File: config.mk
export PLATFORM = sky130hd
export DESIGN_NAME = spec_vram_arb
export DESIGN_NICKNAME = d
export VERILOG_FILES = /design/src/rtl/spec_vram_pkg.sv /design/src/rtl/spec_vram_arb.sv
export SDC_FILE = /design/constraint.sdc
export NUM_CORES = 1
export LEC_CHECK = 0
export BUFFER_PORTS_ARGS = -buffer_cell sky130_fd_sc_hd__buf_2
export CAP_MARGIN = 20
export CORE_ASPECT_RATIO = 1.75
export CORE_UTILIZATION = 25
export CTS_BUF_LIST = sky130_fd_sc_hd__clkbuf_4 sky130_fd_sc_hd__clkbuf_8
export CTS_CLUSTER_SIZE = 24
export DETAILED_ROUTE_END_ITERATION = 10
export SLEW_MARGIN = 0
export SYNTH_ARGS = -nofsm -noshare
export SYNTH_HDL_FRONTEND = slang
export SYNTH_SLANG_ARGS = --single-unit
File: constraint.sdc
create_clock -name clkVid -period 1.7 [get_ports clkVid]
set_clock_uncertainty 0.05 [all_clocks]
set_input_delay 0 -clock clkVid [delete_from_list [all_inputs] [get_ports clkVid]]
set_output_delay 0 -clock clkVid [all_outputs]
set_load 0.05 [all_outputs]
File: src/rtl/spec_vram_pkg.sv
// Shared types and constants for the Specialist video-RAM arbiter.
package spec_vram_pkg;

  typedef enum logic [2:0] {
    S_IDLE = 3'd0,
    S_VPIX = 3'd1,
    S_VCOL = 3'd2,
    S_VEND = 3'd3,
    S_CPU  = 3'd4,
    S_CACK = 3'd5
  } vstate_t;

  localparam logic [15:0] PIX_BASE_DEF  = 16'h9000;
  localparam logic [15:0] COL_BASE_DEF  = 16'hD000;
  localparam logic [7:0]  DEF_COLOR_DEF = 8'h07;
  localparam int          VID_BUDGET    = 7;

  // Plane address: 16-bit modulo sum, carry out of bit 15 dropped.
  function automatic logic [15:0] vid_addr(input logic [15:0] base, input logic [13:0] off);
    return base + {2'b00, off};
  endfunction

endpackage

File: src/rtl/spec_vram_arb.sv
// Video-RAM arbiter: video fetches preempt CPU slots on one 8-bit SRAM.
// Define VRAM_COLOR_EN to read the colour plane; otherwise DEF_COLOR is used.
module spec_vram_arb
  import spec_vram_pkg::*;
#(
  parameter logic [15:0] PIX_BASE  = PIX_BASE_DEF,
  parameter logic [15:0] COL_BASE  = COL_BASE_DEF,
  parameter logic [7:0]  DEF_COLOR = DEF_COLOR_DEF
) (
  input  logic        clkVid,
  input  logic        rst_n,
  input  logic        rdvid,
  input  logic [13:0] vram,
  output logic [15:0] vdata,
  input  logic        cpu_req,
  input  logic        cpu_we,
  input  logic [15:0] cpu_addr,
  input  logic [7:0]  cpu_wdata,
  output logic [7:0]  cpu_rdata,
  output logic        cpu_ack,
  output logic [15:0] mem_addr,
  output logic [7:0]  mem_din,
  output logic        mem_we,
  input  logic [7:0]  mem_dout
);

  vstate_t state, state_nxt;
  logic    vid_pend;
  logic    vid_go;
  logic    cpu_rd;

`ifdef VRAM_COLOR_EN
  logic [13:0] vram_q;
  logic [7:0]  pix_byte;
`else
  logic unused_col;
  assign unused_col = ^COL_BASE;
`endif

  assign vid_go = rdvid | vid_pend;

  always_comb begin
    state_nxt = state;
    case (state)
      S_IDLE: begin
        if (vid_go)       state_nxt = S_VPIX;
        else if (cpu_req) state_nxt = S_CPU;
      end
`ifdef VRAM_COLOR_EN
      S_VPIX:  state_nxt = S_VCOL;
`else
      S_VPIX:  state_nxt = S_VEND;
`endif
      S_VCOL:  state_nxt = S_VEND;
      S_VEND:  state_nxt = S_IDLE;
      S_CPU:   state_nxt = S_CACK;
      S_CACK:  state_nxt = S_IDLE;
      default: state_nxt = S_IDLE;
    endcase
  end

  always_ff @(posedge clkVid) begin
    if (!rst_n) state <= S_IDLE;
    else        state <= state_nxt;
  end

  always_ff @(posedge clkVid) begin
    if (!rst_n) begin
      vid_pend  <= 1'b0;
      vdata     <= 16'h0000;
      cpu_rdata <= 8'h00;
      cpu_ack   <= 1'b0;
      cpu_rd    <= 1'b0;
      mem_addr  <= 16'h0000;
      mem_din   <= 8'h00;
      mem_we    <= 1'b0;
    end else begin
      cpu_ack <= 1'b0;
      // A strobe seen mid-sequence is remembered until the next S_VPIX entry.
      if (state == S_IDLE && vid_go) vid_pend <= 1'b0;
      else if (rdvid)                vid_pend <= 1'b1;

      case (state)
        S_IDLE: begin
          if (vid_go) begin
            mem_addr <= vid_addr(PIX_BASE, vram);
          end else if (cpu_req) begin
            mem_addr <= cpu_addr;
            mem_din  <= cpu_wdata;
            mem_we   <= cpu_we;
            cpu_rd   <= ~cpu_we;
          end
        end
`ifdef VRAM_COLOR_EN
        S_VPIX: mem_addr <= vid_addr(COL_BASE, vram_q);
        S_VCOL: pix_byte <= mem_dout;
        S_VEND: vdata    <= {mem_dout, pix_byte};
`else
        S_VEND: vdata    <= {DEF_COLOR, mem_dout};
`endif
        S_CPU:  mem_we   <= 1'b0;
        S_CACK: begin
          if (cpu_rd) cpu_rdata <= mem_dout;
          cpu_ack <= 1'b1;
        end
        default: ;
      endcase
    end
  end

`ifdef VRAM_COLOR_EN
  // Offset held for the colour read in case the generator moves on.
  always_ff @(posedge clkVid) begin
    if (state == S_IDLE && vid_go) vram_q <= vram;
  end
`endif

endmodule

==> metrics <==
I/O Pins 101; Fillers 807; clock root cell clkbuf_8; Crit Path Class register to register; Area Growth Syn to Fin 54.4%; dpl ws 206 ps; vias per cell 4.74; Syn Area/Cell 8.76 um^2; area occupied by multi-input gates 953 um^2; largest fanout on the critical path 23; Clock power frac 26.6%; Peak VDD IR 504 uV; Sw Pwr 1.32 mW; number of synthesis warnings 0; Post-synth top cells dfxtp_1 (48), a21oi_1 (34), nand2_1 (33); top-count cell post-synth dfxtp_1; # nets final 421; largest net degree at the start of global routing 24; Synth cell types 33; hpwl dp 4310 um; fin. max-slew vios 0; Flop pwr share 37.7%; initial antenna violation count 0; First DRT Iteration DRCs 69; Post-synth ARST share 0%; pwr dens 1120 nW/um^2; GR Overflow Total 0; Post-CTS Setup Inserts 0; combinational power share 35.7%; drt first pass iters 6; Worst setup SP type register; Hold/Removal Path Class input pin to register; status complete, no violations; data arrival time of the worst path 1620 ps; Tot GR Track Use 14.6%; max cap viols 0; DR vias 2175; Hold Path Depth 4; CP required 1820 ps; switching share of power 36.8%; setup TNS 0 ps; final worst slack 202 ps; FF+latch count, synth 48; Fmax 0.668 GHz; n_diodes 0; final-report hold violation count 0; Leakage 1.44 nW; Mapped Area 2080 um^2; R2R depth 4; Num CTS Buffers 5; Clock transition at path regs 90 ps; Int Pwr 2.27 mW; crit path time final 1500 ps; vias in the first global route 2094; Post-synth EDFFs 0; CTS tree done; share of cells above drive strength 1 34.7%; clk sink count 48; WL final 6280 um; gp weighted congestion 0.674; clk buf depth 2; initial core utilization 26.1%; die area 8690 um^2; minimum hold slack 15.6 ps; die width 70.9 um; core area 7960 um^2; post_cts resized 0; final setup fails 0; Critical Path End Type register; Routed WL per cell 13.7 um; Most used DFF post-synth dfxtp_1; worst-skew pair later-pin latency 300 ps; Synth Instances 237; sequential cell area 961 um^2; first-pass GRT wire length 9940 um; H-tree lvl count 2; Chip Height 123 um; DRC viols 0; share of Yosys cell area claimed by the top area cell type 46.3%; Detail Route Antenna Nets 0; fin crit share 88.1%; Synth area leader dfxtp_1; RSZ-0062 raised after global routing false; PortBufs 95; hold buffer count at CTS 45; sequential share of the synthesized area 46.3%; top post-synthesis cells by area dfxtp_1 (46%), a21oi_1 (8.2%), a311oi_2 (6.5%); # rows 43
-- power by group through the flow --
stage | logic, mW | clock network [mW] | registers [mW]
after global placement | 1.19 | 0 | 1.38
after CTS | 1.28 | 0.992 | 1.35
after global routing | 1.37 | 1.03 | 1.37
final | 1.28 | 0.958 | 1.36
after detailed placement | 1.20 | 0 | 1.38
after floorplan | 0.571 | 0 | 1.73
-- layout by cell type (no fill, tap or decap), types with 2 or more instances in the layout --
cell	netlist	routed
nor3_1	4	3
a21oi_1	34	34
buf_12	0	2
or3_1	2	2
nand3_1	10	10
a311oi_1	5	5
dlygate4sd3_1	0	45
nand2_1	33	33
a311oi_2	9	9
clkbuf_8	0	5
conb_1	1	5
nor3b_1	2	2
dfxtp_1	48	48
buf_4	8	10
nand3b_1	2	2
buf_2	7	95
mux2i_1	8	8
nor2_1	10	10
bufinv_16	0	2
o21ai_0	25	25
-- critical path, cell delays in order (launching register included) --
cell and delay, ps:
dfxtp_1 420, nor3_2 280, buf_12 200, and2_4 290, a311oi_1 130
-- cell families after synthesis --
logic type / count (synthesis) / synth area share (%)
simple gates: 68 / 15.3
xor+xnor: 1 / 0.422
mux: 8 / 3.86
other cells: 1 / 0.181
buf+inv: 33 / 8.74
compound gates: 77 / 24.7
fa+ha+maj: 1 / 0.603
flops: 48 / 46.3
-- metal layers --
metal	GRT usage, %	vias to the layer above	part of all wire, %
met5	0	-	0
met2	29.1	83	56
li1	-	1090	-
met3	3.12	5	4.0
met1	14.9	997	39
met4	4.38	0	0.97
-- per-stage QoR --
| stage | total power, mW | utilization, % | instance area, um^2 | std cells |
|---|---|---|---|---|
| final | 3.59 | 40.2 | 3200 | 459 |
| after global routing | 3.78 | 40.2 | 3200 | 459 |
| after CTS | 3.63 | 40.2 | 3200 | 459 |
| after detailed placement | 2.58 | 33.0 | 2630 | 407 |
| after global placement | 2.57 | 33.0 | 2630 | 407 |
| after floorplan | 2.30 | - | 2090 | 241 |
-- area by class of cell --
type	instances	share of cell area (%)
Clock buffer	5	2.15
Inverter	2	0.234
Clock inverter	2	1.87
Tap cell	90	3.51
Timing Repair Buffer	152	32.5
Sequential cell	48	30.0
Multi-Input combinational cell	160	29.8
-- registers in the layout, summed over array words and instances, names as in the netlist --
signal	cells
cpu_ack	1
mem_addr	16
vdata	9
mem_din	8
state	3
cpu_rdata	8
vid_pend	1
mem_we	1
cpu_rd	1
-- path summary, 6_finish.rpt --
kind	from	endpoint	slack, ps
max reg2reg	state[0]$_SDFFE_PN0P_	mem_addr[1]$_SDFFE_PN0P_	200
max	state[0]$_SDFFE_PN0P_	mem_addr[1]$_SDFFE_PN0P_	200
min reg2reg	cpu_rdata[4]$_SDFFE_PN0P_	cpu_rdata[4]$_SDFFE_PN0P_	400
min	vram[12]	mem_addr[12]$_SDFFE_PN0P_	20
No activity file was read; power rests on OpenSTA's default activity.
